**src/rtl/axi_lite_reg_slave.sv**
```systemverilog
// rtl/axi_lite_reg_slave.sv - AXI4-Lite slave terminating a bank of 32-bit read/write registers
//
// Purpose: answers AXI4-Lite writes and reads against NUM_REGS registers and
// exports the register contents plus one-cycle write pulses to local logic.
// Optional feature macro: AXIL_REG_SLAVE_WSTRB_EN (defined: wstrb byte-lane
// masking; undefined: every in-range write replaces the whole word).
//
// Ports:
//   aclk, areset                  clock (posedge), asynchronous active-high reset
//   awaddr/awvalid/awready        write address channel
//   wdata/wstrb/wvalid/wready     write data channel
//   bresp/bvalid/bready           write response channel
//   araddr/arvalid/arready        read address channel
//   rdata/rresp/rvalid/rready     read data channel
//   reg_q                         flat register contents, reg i at [32*i+31:32*i]
//   reg_wr                        one-cycle pulse per register written
module axi_lite_reg_slave #(
  parameter int          ADDR_W    = 32,
  parameter int          DATA_W    = 32,
  parameter int          NUM_REGS  = 8,
  parameter logic [31:0] RESET_VAL = 32'h0
) (
  input  logic                       aclk,
  input  logic                       areset,
  input  logic [ADDR_W-1:0]          awaddr,
  input  logic                       awvalid,
  output logic                       awready,
  input  logic [DATA_W-1:0]          wdata,
  input  logic [DATA_W/8-1:0]        wstrb,
  input  logic                       wvalid,
  output logic                       wready,
  output logic [1:0]                 bresp,
  output logic                       bvalid,
  input  logic                       bready,
  input  logic [ADDR_W-1:0]          araddr,
  input  logic                       arvalid,
  output logic                       arready,
  output logic [DATA_W-1:0]          rdata,
  output logic [1:0]                 rresp,
  output logic                       rvalid,
  input  logic                       rready,
  output logic [NUM_REGS*DATA_W-1:0] reg_q,
  output logic [NUM_REGS-1:0]        reg_wr
);

  localparam int         IDX_W  = ADDR_W - 2;
  localparam logic [1:0] OKAY   = 2'b00;
  localparam logic [1:0] SLVERR = 2'b10;

  typedef enum logic [1:0] {W_IDLE, W_HAVE_AW, W_HAVE_W, W_RESP} w_state_e;
  typedef enum logic       {R_IDLE, R_VALID} r_state_e;

  w_state_e              w_state_q, w_state_d;
  r_state_e              r_state_q, r_state_d;
  logic [DATA_W-1:0]     regs_q [NUM_REGS];
  logic [DATA_W-1:0]     regs_d [NUM_REGS];
  logic [IDX_W-1:0]      aw_idx_q, aw_idx_d;
  logic [DATA_W-1:0]     wdata_q, wdata_d;
  logic [DATA_W/8-1:0]   wstrb_q, wstrb_d;
  logic                  bvalid_q, bvalid_d;
  logic [1:0]            bresp_q, bresp_d;
  logic                  rvalid_q, rvalid_d;
  logic [DATA_W-1:0]     rdata_q, rdata_d;
  logic [1:0]            rresp_q, rresp_d;
  logic [NUM_REGS-1:0]   reg_wr_q, reg_wr_d;

  logic                  aw_held, w_held, aw_hs, w_hs, ar_hs, w_commit;
  logic                  w_in_range, r_in_range;
  logic [IDX_W-1:0]      w_idx, r_idx;
  logic [DATA_W-1:0]     w_data_eff;
  logic [DATA_W/8-1:0]   w_strb_eff;

  assign aw_held = (w_state_q == W_HAVE_AW);
  assign w_held  = (w_state_q == W_HAVE_W);

  // Readies depend only on registered state (and reset), never on a valid input.
  assign awready = !areset && !aw_held && !bvalid_q;
  assign wready  = !areset && !w_held && !bvalid_q;
  assign arready = !areset && !rvalid_q;

  assign aw_hs = awvalid && awready;
  assign w_hs  = wvalid && wready;
  assign ar_hs = arvalid && arready;

  // A held beat takes priority over the live bus; the live bus is only used on its handshake.
  assign w_idx      = aw_held ? aw_idx_q : awaddr[ADDR_W-1:2];
  assign w_data_eff = w_held ? wdata_q : wdata;
  assign w_strb_eff = w_held ? wstrb_q : wstrb;
  assign w_commit   = (aw_held || aw_hs) && (w_held || w_hs);
  assign w_in_range = (w_idx < IDX_W'(NUM_REGS));

  assign r_idx      = araddr[ADDR_W-1:2];
  assign r_in_range = (r_idx < IDX_W'(NUM_REGS));

  always_comb begin
    w_state_d = w_state_q;
    aw_idx_d  = aw_idx_q;
    wdata_d   = wdata_q;
    wstrb_d   = wstrb_q;
    bvalid_d  = bvalid_q;
    bresp_d   = bresp_q;
    regs_d    = regs_q;
    reg_wr_d  = '0;

    if (aw_hs) aw_idx_d = awaddr[ADDR_W-1:2];
    if (w_hs) begin
      wdata_d = wdata;
      wstrb_d = wstrb;
    end

    case (w_state_q)
      W_IDLE: begin
        if (w_commit)   w_state_d = W_RESP;
        else if (aw_hs) w_state_d = W_HAVE_AW;
        else if (w_hs)  w_state_d = W_HAVE_W;
      end
      W_HAVE_AW, W_HAVE_W: begin
        if (w_commit) w_state_d = W_RESP;
      end
      W_RESP: begin
        if (bready) begin
          w_state_d = W_IDLE;
          bvalid_d  = 1'b0;
        end
      end
      default: w_state_d = W_IDLE;
    endcase

    if (w_commit) begin
      bvalid_d = 1'b1;
      bresp_d  = w_in_range ? OKAY : SLVERR;
      for (int i = 0; i < NUM_REGS; i++) begin
        if (w_in_range && (w_idx == IDX_W'(i))) begin
`ifdef AXIL_REG_SLAVE_WSTRB_EN
          for (int b = 0; b < DATA_W/8; b++) begin
            if (w_strb_eff[b]) regs_d[i][8*b +: 8] = w_data_eff[8*b +: 8];
          end
`else
          regs_d[i] = w_data_eff;
`endif
          // Pulses even for an all-zero strobe: the register was addressed.
          reg_wr_d[i] = 1'b1;
        end
      end
    end
  end

  // Reads sample regs_q, so a read committing with a write to the same
  // register at one edge returns the pre-write value.
  always_comb begin
    r_state_d = r_state_q;
    rvalid_d  = rvalid_q;
    rdata_d   = rdata_q;
    rresp_d   = rresp_q;
    case (r_state_q)
      R_IDLE: begin
        if (ar_hs) begin
          r_state_d = R_VALID;
          rvalid_d  = 1'b1;
          rresp_d   = r_in_range ? OKAY : SLVERR;
          rdata_d   = '0;
          for (int i = 0; i < NUM_REGS; i++) begin
            if (r_in_range && (r_idx == IDX_W'(i))) rdata_d = regs_q[i];
          end
        end
      end
      R_VALID: begin
        if (rready) begin
          r_state_d = R_IDLE;
          rvalid_d  = 1'b0;
        end
      end
      default: r_state_d = R_IDLE;
    endcase
  end

  always_ff @(posedge aclk or posedge areset) begin
    if (areset) begin
      w_state_q <= W_IDLE;
      r_state_q <= R_IDLE;
      for (int i = 0; i < NUM_REGS; i++) regs_q[i] <= RESET_VAL;
      aw_idx_q  <= '0;
      wdata_q   <= '0;
      wstrb_q   <= '0;
      bvalid_q  <= 1'b0;
      bresp_q   <= 2'b00;
      rvalid_q  <= 1'b0;
      rdata_q   <= '0;
      rresp_q   <= 2'b00;
      reg_wr_q  <= '0;
    end else begin
      w_state_q <= w_state_d;
      r_state_q <= r_state_d;
      regs_q    <= regs_d;
      aw_idx_q  <= aw_idx_d;
      wdata_q   <= wdata_d;
      wstrb_q   <= wstrb_d;
      bvalid_q  <= bvalid_d;
      bresp_q   <= bresp_d;
      rvalid_q  <= rvalid_d;
      rdata_q   <= rdata_d;
      rresp_q   <= rresp_d;
      reg_wr_q  <= reg_wr_d;
    end
  end

  assign bvalid = bvalid_q;
  assign bresp  = bresp_q;
  assign rvalid = rvalid_q;
  assign rdata  = rdata_q;
  assign rresp  = rresp_q;
  assign reg_wr = reg_wr_q;

  for (genvar g = 0; g < NUM_REGS; g++) begin : g_flat
    assign reg_q[DATA_W*g +: DATA_W] = regs_q[g];
  end

endmodule

```
**config.mk**
```make
export PLATFORM = sky130hd
export DESIGN_NAME = axi_lite_reg_slave
export DESIGN_NICKNAME = d
export VERILOG_FILES = /design/src/rtl/axi_lite_reg_slave.sv
export SDC_FILE = /design/constraint.sdc
export NUM_CORES = 1
export LEC_CHECK = 0
export ABC_AREA = 0
export BUFFER_PORTS_ARGS = -buffer_cell sky130_fd_sc_hd__buf_4
export CORE_MARGIN = 2
export CORE_UTILIZATION = 40
export CTS_BUF_LIST = sky130_fd_sc_hd__clkbuf_8
export DETAILED_ROUTE_END_ITERATION = 10
export PLACE_DENSITY = 0.73
export SYNTH_ARGS = -nofsm -noshare
export SYNTH_HDL_FRONTEND = slang
export SYNTH_SLANG_ARGS = --single-unit
```
**constraint.sdc**
```tcl
create_clock -name aclk -period 19.52 [get_ports aclk]
set_input_delay 4.88 -clock aclk [delete_from_list [all_inputs] [get_ports aclk]]
set_output_delay 4.88 -clock aclk [all_outputs]
set_load 0.02 [all_outputs]
```
=== Word level (Yosys, flattened, before mapping) ===
Cells that the tools add are included.

* Reduce and logical (&&, ||, !) cells: 50
* Muxes and demuxes: 36
* $lt $le $gt $ge: 2
* Equal/unequal tests: 22
* Bitwise gates (word level): 1

{| class="wikitable"
|+ Operators with widths
! kind !! count
|-
| 2-to-1 mux 32 bit || 9
|-
| equality test 30 x 3 -> 1 bit, second input constant || 8
|-
| equality test 30 x 2 -> 1 bit, second input constant || 4
|-
| equality test 30 x 1 -> 1 bit, second input constant || 2
|-
| zero test 30 bit || 2
|-
| less-than comparator 30 x 4 -> 1 bit, second input constant || 2
|-
| 2-to-1 mux 30 bit || 1
|-
| logical AND 1 bit || 25
|-
| AND reduction 2 bit || 11
|-
| 2-to-1 mux 1 bit || 15
|-
| 2-to-1 mux 2 bit || 7
|-
| 2-to-1 mux 8 bit || 1
|-
| inequality test 2 bit, second input constant || 4
|-
| case mux 2 bit (3 select lines) || 1
|-
| zero test 1 bit || 5
|-
| equality test 2 bit, second input constant || 2
|-
| inequality test 4 bit, second input constant || 1
|-
| case mux 1 bit (2 select lines) || 2
|-
| nonzero test 2 bit || 2
|-
| AND reduction 3 bit || 1
|-
| equality test 2 x 1 -> 1 bit, second input constant || 1
|-
| zero test 2 bit || 1
|-
| logical OR 1 bit || 2
|-
| OR reduction 2 bit || 1
|-
| inverter 1 bit || 1
|}

* Bits in registers: 367
* Output and inout bits: 305
* Bits of input ports: 107
* Logic and storage cells: 129

=== Logic depth before layout (Yosys ltp) ===
Gate-level depths: netlist of run 1.

* Word-level depth: 10
* Mapped depth: 11
* Mapped depth without buffers: 8

=== Least setup slack after synthesis of run 1 ===
Ideal clock, no wire load.

* Path kind: input port to output port
* Start: input areset
* End: output wready
* Slack: 9.198 ns
* Cell stages on the path: 1
* Required time: 14.640 ns
* Path buffers: 0
* Data arrival time: 5.442 ns
* Cell sequence: nor3_1

* Longest elaborated chain between the ends: 3

{| class="wikitable"
|+ RTL lines
! item !! line !! source
|-
| from (decl) || 24 || <nowiki>input logic areset,</nowiki>
|-
| zero test 1 bit (no line) || - ||
|-
| logical AND 1 bit (2 in a row) || 78 || <nowiki>assign wready = !areset && !w_held && !bvalid_q;</nowiki>
|-
| to (decl) || 31 || <nowiki>output logic wready,</nowiki>
|}

Every way passes these cells.

=== Worst setup path in the final report of run 1 ===
Same ends and word-level chain as after synthesis.

==> run metrics, run 1 <==
number of DRC violations after detailed-routing iteration 0 ~1100; post-synthesis cell type with the largest combined area dfrtp_1; total detailed-routing wirelength 60200 um; count of unresolved DRC violations after routing 0; number of H-tree levels 2; worst IR drop on VDD 0.0916 mV; power density cells ~95 nW/um2; proportion of register bits with asynchronous set or reset after synthesis 100%; I/O pin count between 400 and 500; total setup violations reported at the end of the flow 0; Seq pwr share 44.5%; detail-routed via count per cell between 5 and 6; setup skew after layout 0.0347 ns; critical path launch point type input port; placed wire-length estimate after detailed placement a little under 40000 um; global-route wire length before repair slightly below 90000 um; max-cap violation count 0; outcome finished, final reports clean; leading register cell type out of synthesis dfrtp_1; Hold Crit Depth 2; total global routing overflow 0; number of nets at the end of the flow 1947; iteration count of the initial detailed-routing pass 5; number of hold violations in the final report 0; latest clock arrival within the worst-skew pair around 0.67 ns; die area between 40000 and 50000 um2; # clock sinks about 370; Reg clk slew, reported paths 0.06 ns; required time worst endpoint 14.64 ns; post-layout power 2.03 mW; class of the tightest hold or removal check reg -> reg; leak pwr about 11 nW; initial antenna violation count 5; design internal power about 1.4 mW; total setup buffers inserted after CTS 0; area added between synthesis and finish 27.7%; placeable core region 41000 um2; number of enable-type register cells in the synthesized netlist 0; count of instances resized after the clock tree is built 0; Comb power frac 23.4%; achievable clock frequency roughly 0.094 GHz; count leader, synth dfrtp_1; worst setup slack for register-to-register paths roughly 16 ns; root cell of the clock tree clkbuf_8; overall routing resource usage a little over a quarter; worst-case headroom to the max-slew limit ~16%; Final Cycle Share roughly 54%; largest net degree at the start of global routing approximately 180; top cell type's share of synthesized area about 55%; most numerous cell types in the synthesized netlist dfrtp_1 (365), mux2_2 (283), nand2_1 (221), o21ai_0 (69), a21oi_1 (58); sequential area share after synthesis 54.6%; CTS Buf Count 60; number of global-route vias before repair roughly 14000; Ys Warns 0; cell count after synthesis 1443; CTS tree done; Chip Width ~210 um; routability congestion estimate from global placement 0.855; setup TNS 0 ns; WL/cell 24.9 um; pre-CTS worst setup slack ~9 ns; class of the most critical setup path in -> out; synthesized area divided by synthesized cell count approximately 12 um2; # rows 74; hold slack final around 0.47 ns; number of buffers on the longest clock path 3; layout cell share with drive strength beyond 1 between 40% and 50%; clock network fraction of design power approximately a third; count of distinct cell types in the synthesized netlist 57; Least-Margin Pin Slew approximately 1.3 ns; setup repair after global routing missed its margin false; max-slew violation count 0; critical path peak fanout 5; leading post-synthesis cells by cell area dfrtp_1 (55%), mux2_2 (19%), nand2_1 (5.0%), o21ai_0 (2.1%), mux2i_1 (2.0%); cts-stage hold buffer count 0; combined area of all synthesized cells between 15000 and 20000 um2; Worst Reg-to-Reg Cells 9; vias after detailed routing ~14000; height of the die about 210 um; min setup slack post-route 8.94 ns; post-synthesis sequential element count ~370; buffers added on ports 401; effective utilization at floorplan just over 40%; kind of end point of the critical path output pin; minimum period implied by the final worst setup slack ~11 ns; switching share of power between 30% and 40%; Switch Pwr 0.675 mW; number of nets with antenna violations after routing 0; Worst Path Arrival between 5 and 6 ns
[power by group through the flow]
stage	Sequential [mW]	Combinational (mW)	Clock, mW
2_1_floorplan	0.939	0.264	0
3_3_place_gp	0.911	0.461	0
3_5_place_dp	0.916	0.474	0
4_1_cts	0.903	0.476	0.669
5_1_grt	0.914	0.521	0.700
6_report	0.905	0.475	0.653
[placed cells by master, fill, tap and decap left out, types with 3 or more instances in the layout]
| master | instances |
|---|---|
| a211o_1 | 9 |
| or4_1 | 7 |
| inv_6 | 3 |
| nor4_1 | 19 |
| o22ai_1 | 3 |
| mux2_1 | 8 |
| nand2b_2 | 4 |
| nand2_1 | 220 |
| clkinv_2 | 7 |
| a21oi_1 | 58 |
| o31ai_1 | 5 |
| clkbuf_8 | 73 |
| nand4_1 | 9 |
| and3_1 | 9 |
| a31oi_1 | 8 |
| nor3_1 | 16 |
| dfrtp_1 | 365 |
| mux2_2 | 283 |
| nor4_4 | 3 |
| a22o_1 | 21 |
| inv_1 | 50 |
| a22oi_1 | 5 |
| o21ai_0 | 69 |
| and2_1 | 4 |
| o21a_1 | 4 |
| nor2_1 | 51 |
| a211oi_1 | 5 |
| ha_1 | 4 |
| nand3_1 | 26 |
| a221oi_1 | 22 |
| a221o_1 | 11 |
| nand3b_1 | 4 |
| mux2i_1 | 33 |
| buf_4 | 424 |
[metrics by stage]
stage | instances | util (%) | instance area, um2
final | 2417 | 52.0 | 21300
after detailed placement | 2305 | 49.2 | 20200
after global placement | 2305 | 49.2 | 20200
after CTS | 2416 | 52.0 | 21300
after floorplan | 1444 | - | 16700
after global routing | 2416 | 52.0 | 21300
[critical path, cell delays in order]
cell and delay [ns]:
buf_4 0.17, nor3_1 0.42, buf_4 0.23
[registers in the layout, summed over array words and instances, names as in the netlist]
name	count
aw_idx_q	30
reg_wr	8
rresp	1
reg_q	256
rvalid	1
bresp	1
r_state_q	1
bvalid	1
rdata	32
wdata_q	32
w_state_q	2
[cell type report]
type	count	area [um2]
fillers	3599	19700
flip-flops and latches	365	9130
multi-input cells	960	7080
repair buffers	425	3200
clock buffers	73	1000
well taps	532	666
clock inverters	38	166
inverters	23	93.8
diodes	1	2.50
[layer usage]
layer | GRT usage, % | routed length, um | vias to the layer above | part of all wire (%)
li1 | - | - | 5965 | -
met1 | 35.6 | 24500 | 6956 | 41
met2 | 44.6 | 28500 | 666 | 47
met3 | 6.54 | 5250 | 120 | 8.7
met4 | 10.0 | 1890 | 6 | 3.1
met5 | 0 | 45 | - | 0.075
[path summary, 6_finish.rpt]
kind                                endpoint         start
worst max-delay path                  wready        areset
worst min-delay path             wdata_q[14]   wdata_q[14]
worst max register to register    reg_q[174]  w_state_q[0]
worst min register to register   wdata_q[14]   wdata_q[14]
max in group asynchronous          reg_q[93]        areset
min in group asynchronous       w_state_q[1]        areset
[cell families after synthesis]
logic type	Yosys count	synth area share, %
and+or+nand+nor	400	11.1
muxes	324	21.6
AOI/OAI and AO/OA	229	8.93
other	1	0.0224
DFF	365	54.6
adders and majority gates	5	0.374
buffers and inverters	119	3.42
Power figures use the tool's default switching activity.
==> run 2: changes to the inputs <==
Settings changed: ABC_AREA 0 to 1, PLACE_DENSITY 0.73 to 0.75.
Clock period 19.52 ns to 8.8 ns, I/O delays scaled along.
==> run 2 against run 1 <==
Effect of this change:
- critical path depth is the same
- wire length shrank 8.9%
- via count grew 11%
- synthesized cell count grew 34%
- global-route usage shrank 2.6 points
- clock power grew 140%
- die area shrank 0.57%
- largest power group unchanged
==> run metrics, run 2 <==
number of nets at the end of the flow 2397 (+23%); CTS Buf Count 61 (+1.7%); kind of end point of the critical path output pin; WL/cell 19.1 um (-23%); total setup violations reported at the end of the flow 0 (unchanged); number of H-tree levels 2 (unchanged); max-cap violation count 0 (unchanged); setup skew after layout 0.0167 ns (-0.0180 ns); count leader, synth nand2_1; count of instances resized after the clock tree is built 0 (unchanged); routed wire length on met3 4610 um (-12%); total global routing overflow 0 (unchanged); cell count after synthesis 1928 (+34%); n_diodes 0 (-1); pre-CTS worst setup slack 3.25 ns (-5.72 ns); number of flip-flops under the largest register name 256 (unchanged); most numerous cell types in the synthesized netlist nand2_1 (613), dfrtp_1 (365), o21ai_1 (283), nand3_1 (144), inv_1 (112); leading register cell type out of synthesis dfrtp_1; iteration count of the initial detailed-routing pass 7 (+2); vias after detailed routing 15192 (+11%); initial antenna violation count 0 (-5); class of the tightest hold or removal check reg -> reg; detail-routed via count per cell 5.30 (-6.6%); minimum period implied by the final worst setup slack just over 5 ns; Final Cycle Share between 50 and 60%; setup repair after global routing missed its margin false; Ys Warns 0 (unchanged); root cell of the clock tree clkbuf_8; number of nets with antenna violations after routing 0 (unchanged); # rows 74 (unchanged); most frequent cells in the layout nand2_1 (611), buf_4 (407), dfrtp_1 (365), o21ai_1 (283), nand3_1 (143); proportion of register bits with asynchronous set or reset after synthesis 100% (unchanged); achievable clock frequency 0.198 GHz; worst IR drop on VDD 0.135 mV (+48%); top cell type's share of synthesized area 54.9% (+0.32 points); I/O pin count 412 (unchanged); area added between synthesis and finish 25.8%; Multi-input gate area 6280 um2 (-11%); leak pwr 10.4 nW (-7.2%); global-route wire length before repair 84300 um (-5.3%); number of cells in the design after placement 2754 (+19%); overall routing resource usage 24.8% (-2.6 points); cts-stage hold buffer count 0 (unchanged); latest clock arrival within the worst-skew pair 0.64 ns (-0.03 ns); count of unresolved DRC violations after routing 0 (unchanged); max-slew violation count 0 (unchanged); post-synthesis sequential element count 365 (unchanged); fill count 3764 (+4.6%); buffers added on ports 401 (unchanged); largest net degree at the start of global routing 180 (-2.2%); total detailed-routing wirelength 54800 um (-8.9%); routability congestion estimate from global placement 0.869 (+1.7%); DR top layer met4; most common library cell in the layout ignoring fill and taps nand2_1; combined area of all synthesized cells 16600 um2 (-0.58%); post-synthesis cell type with the largest combined area dfrtp_1; placeable core region 40900 um2 (-0.23%); met2 layer wire length in the routed design 26000 um (-9.0%); min setup slack post-route 3.76 ns (-5.18 ns); setup TNS 0 ns (unchanged); worst-case headroom to the max-slew limit 15.2% (-0.34 points); number of enable-type register cells in the synthesized netlist 0 (unchanged); hold slack final 0.453 ns (-0.0140 ns); layout cell share with drive strength beyond 1 23.3% (-20 points); critical path peak fanout 4 (-1); number of global-route vias before repair 14459 (+3.2%); sequential area share after synthesis 54.9% (+0.32 points); synthesized area divided by synthesized cell count 8.62 um2 (-26%); Finished Layout Cells 2868 (+19%); effective utilization at floorplan 40.6% (-0.15 points); Reg clk slew, reported paths 0.06 ns (about the same); # clock sinks 365 (unchanged); power density cells 202 nW/um2 (+110%); total setup buffers inserted after CTS 0 (unchanged); Chip Width 208 um (-0.29%); area occupied by registers 9130 um2 (unchanged); placed wire-length estimate after detailed placement 35000 um (-11%); die area 43200 um2 (-0.57%); number of DRC violations after detailed-routing iteration 0 1385 (+27%); required time worst endpoint 6.60 ns (-8.04 ns); critical path launch point type input port; outcome finished, final reports clean; routed metal-1 wire length 22900 um (-6.8%); CTS tree done; leading post-synthesis cells by cell area dfrtp_1 (55%), nand2_1 (14%), o21ai_1 (8.5%), nand3_1 (4.3%), buf_6 (3.4%); height of the die 208 um (-0.29%); number of hold violations in the final report 0 (unchanged); Worst Path Arrival 2.84 ns (-2.86 ns); count of distinct cell types in the synthesized netlist 40 (-30%); Least-Margin Pin Slew 1.27 ns (+0.0116 ns); number of buffers on the longest clock path 3 (unchanged); class of the most critical setup path in -> out
-- run 2: cell count changes after synthesis, sizes merged, moves of 12 or more --
cell,delta
a21oi,-54
a221oi,-22
a22o,-21
buf,+27
inv,+93
mux2,-291
mux2i,-29
nand2,+392
nand3,+127
nand4,+60
nor2,+61
nor4,-12
o21ai,+267
-- run 2: cell type report --
class / instances / area share [%]
clock buffers: 80 / 5.26
clock inverters: 34 / 0.915
inverters: 118 / 2.16
multi-input cells: 1330 / 30.0
flip-flops and latches: 365 / 43.7
well taps: 532 / 3.18
repair buffers: 409 / 14.8
-- run 2: through the flow --
stage,utilization [%],power (mW),instance area (um2)
2_1_floorplan,-,2.44,16600
5_1_grt,51.1,4.44,20900
3_5_place_dp,48.0,2.68,19600
6_report,51.1,4.22,20900
4_1_cts,51.1,4.25,20900
3_3_place_gp,48.0,2.65,19600
-- run 2: cell families after synthesis --
family          share of synthesized area, %
simple gates                            25.6
flops                                   54.9
compound gates                          11.0
buf+inv                                 7.77
fa+ha+maj                              0.376
mux                                    0.241
other cells                           0.0226
-- run 2: per-layer routing --
| layer | track usage, % | vias up |
|---|---|---|
| li1 | - | 7079 |
| met1 | 33.2 | 7296 |
| met2 | 39.9 | 711 |
| met3 | 5.19 | 106 |
| met4 | 9.10 | 0 |
| met5 | 0 | - |
-- run 2: critical path, stage by stage --
cell	delay, ns
buf_4	0.15
nor2_1	0.28
buf_4	0.21
-- run 2: worst paths after layout --
kind / start / endpoint / slack [ns] / cells past startpoint
worst max-delay path: areset / arready / 3.76 / 3
worst min-delay path: r_state_q / rvalid / 0.45 / 1
worst max register to register: w_state_q[0] / reg_q[186] / 4.75 / 10
worst min register to register: r_state_q / rvalid / 0.45 / 1
max in group asynchronous: areset / reg_q[145] / 5.55 / 3
min in group asynchronous: areset / w_state_q[0] / 1.76 / 2
-- run 2: power by group --
| part | switching [mW] | total [mW] | internal, mW | leakage [nW] |
|---|---|---|---|---|
| Combinational | 0.562 | 0.751 | 0.189 | 4.62 |
| Sequential | 0.0810 | 1.91 | 1.82 | 4.99 |
| Clock | 0.700 | 1.57 | 0.866 | 0.759 |
==> run 3: changes to the inputs <==
Clock period 8.8 ns to 4.1 ns, I/O delays scaled along.
==> run 3 against run 2 <==
Effect of this change:
- first-iteration DRC count increased by 12%
- sequential share of layout area fell by 0.83 points
- worst hold slack improved by 0.0065 ns
- flip-flop and latch count unchanged
- core utilization up 0.99 points
- global-route usage is 0.60 points higher
- die area stayed put
- design area grew 1.9%
- sequential power is 110% higher
- largest cell class unchanged
- critical path depth increased by 1
- power up 120%
- via count is 2.5% higher
==> run metrics, run 3 (synthesis results as in run 2) <==
die area 43200 um2 (unchanged); Worst Path Arrival 2.31 ns (-0.53 ns); total setup violations reported at the end of the flow 0 (unchanged); largest net degree at the start of global routing 93 (-48%); # clock sinks 365 (unchanged); Least-Margin Pin Slew 1.11 ns (-0.155 ns); Multi-input gate area 6280 um2 (unchanged); vias after detailed routing 15568 (+2.5%); number of DRC violations after detailed-routing iteration 0 1551 (+12%); number of global-route vias before repair 15141 (+4.7%); n_diodes 0 (unchanged); setup repair after global routing missed its margin false; number of buffers on the longest clock path 3 (unchanged); power density cells 433 nW/um2 (+110%); capture instance of the worst register-to-register path w_state_q[1]; Hold Crit Depth 1 (unchanged); number of hold violations in the final report 0 (unchanged); critical path launch point type register; worst IR drop on VDD 0.377 mV (+180%); setup skew after layout 0.0172 ns (+0.000426 ns); area occupied by registers 9130 um2 (unchanged); Final Cycle Share between 80% and 90%; effective utilization at floorplan 40.6% (unchanged); most frequent cells in the layout nand2_1 (611), buf_4 (438), dfrtp_1 (365), o21ai_1 (283), nand3_1 (143); number of H-tree levels 2 (unchanged); number of nets at the end of the flow 2434 (+1.5%); required time worst endpoint 3.07 ns (-3.53 ns); count of unresolved DRC violations after routing 0 (unchanged); CTS tree done; minimum period implied by the final worst setup slack between 3 and 4 ns; layout cell share with drive strength beyond 1 25.2% (+1.9 points); count of instances resized after the clock tree is built 0 (unchanged); buffers added on ports 401 (unchanged); launch instance of the worst register-to-register path w_state_q[1]; area added between synthesis and finish 28.3%; overall routing resource usage 25.4% (+0.60 points); Placed Area 20000 um2 (+1.8%); Finished Layout Cells 2904 (+1.3%); # rows 74 (unchanged); hold path start r_state_q; class of the most critical setup path reg -> out; total setup buffers inserted after CTS 0 (unchanged); class of the tightest hold or removal check reg -> reg; CTS Buf Count 61 (unchanged); latest clock arrival within the worst-skew pair 0.65 ns (about the same); fill count 3676 (-2.3%); routability congestion estimate from global placement 0.862 (-0.89%); detail-routed via count per cell 5.36 (+1.2%); placeable core region 40900 um2 (unchanged); setup TNS 0 ns (unchanged); outcome finished, final reports clean; number of cells in the design after placement 2791 (+1.3%); kind of end point of the critical path output pin; max-slew violation count 0 (unchanged); total global routing overflow 0 (unchanged); Chip Width 208 um (unchanged); I/O pin count 412 (unchanged); Worst Hold Endpoint rvalid; initial antenna violation count 0 (unchanged); number of flip-flops under the largest register name 256 (unchanged); height of the die 208 um (unchanged); most common library cell in the layout ignoring fill and taps nand2_1; leak pwr 10.5 nW (+1.7%); worst setup slack for register-to-register paths 0.88 ns (-3.87 ns); global-route wire length before repair 86300 um (+2.3%); iteration count of the initial detailed-routing pass 6 (-1); Worst Reg-to-Reg Cells 10 (unchanged); number of nets with antenna violations after routing 0 (unchanged); root cell of the clock tree clkbuf_8; placed wire-length estimate after detailed placement 38500 um (+10%); worst-case headroom to the max-slew limit 25.6% (+10 points); max-cap violation count 0 (unchanged); achievable clock frequency between 0.2 and 0.3 GHz; Finished Cell Area 21300 um2 (+1.9%); Reg clk slew, reported paths 0.06 ns (about the same); critical path peak fanout 19 (+15); cts-stage hold buffer count 0 (unchanged); total detailed-routing wirelength 56100 um (+2.3%); WL/cell 19.3 um (+1.0%)
run 3: area by class of cell:
cell class | instances | share of cell area (%)
timing repair buffer | 446 | 16.2
tap | 532 | 3.12
multi-input combinational | 1330 | 29.4
clock buffer | 84 | 5.42
clock inverter | 29 | 0.892
sequential | 365 | 42.8
inverter | 118 | 2.12
run 3: routing by layer:
layer / wire [um] / global-route usage (%) / share of wire (%) / vias up
met2: 26900 / 42.3 / 48 / 818
met4: 1700 / 9.51 / 3.0 / 0
li1: - / - / - / 7166
met3: 5320 / 5.51 / 9.5 / 114
met1: 22200 / 32.5 / 40 / 7470
met5: 0 / 0 / 0 / -
run 3: per-stage QoR:
stage	util [%]	setup slack [ns]	hold WS, ns	total power [mW]
after floorplan	-	-1.82	0.418	5.23
after global placement	48.8	0.770	0.431	5.69
after detailed placement	48.8	0.746	0.442	5.76
after CTS	52.1	0.702	0.454	9.29
after global routing	52.1	0.621	0.490	9.66
final	52.1	0.764	0.460	9.23
run 3: worst max-delay path, cell delays in order, from the launching register on:
cell,delay (ns)
dfrtp_1,0.41
inv_1,0.12
ha_1,0.81
nor3_2,0.12
buf_4,0.20
run 3: worst max path at each step:
| stage | from | slack (ns) | endpoint |
|---|---|---|---|
| global route | w_state_q[1] | 0.62 | w_state_q[1] |
| global placement | araddr[10] | 0.77 | rdata[17] |
| CTS | w_state_q[1] | 0.70 | awready |
| finish | w_state_q[1] | 0.76 | awready |
| detailed placement | araddr[10] | 0.75 | rdata[17] |
| floorplan | areset | -1.82 | aw_idx_q[0] |
run 3: report_power, final:
group          switching (mW)  internal, mW  leakage [nW]
clock                    1.57          1.95         0.741
combinational            1.21         0.416          4.82
sequential              0.167          3.91          4.99
total                    2.95          6.28          10.5
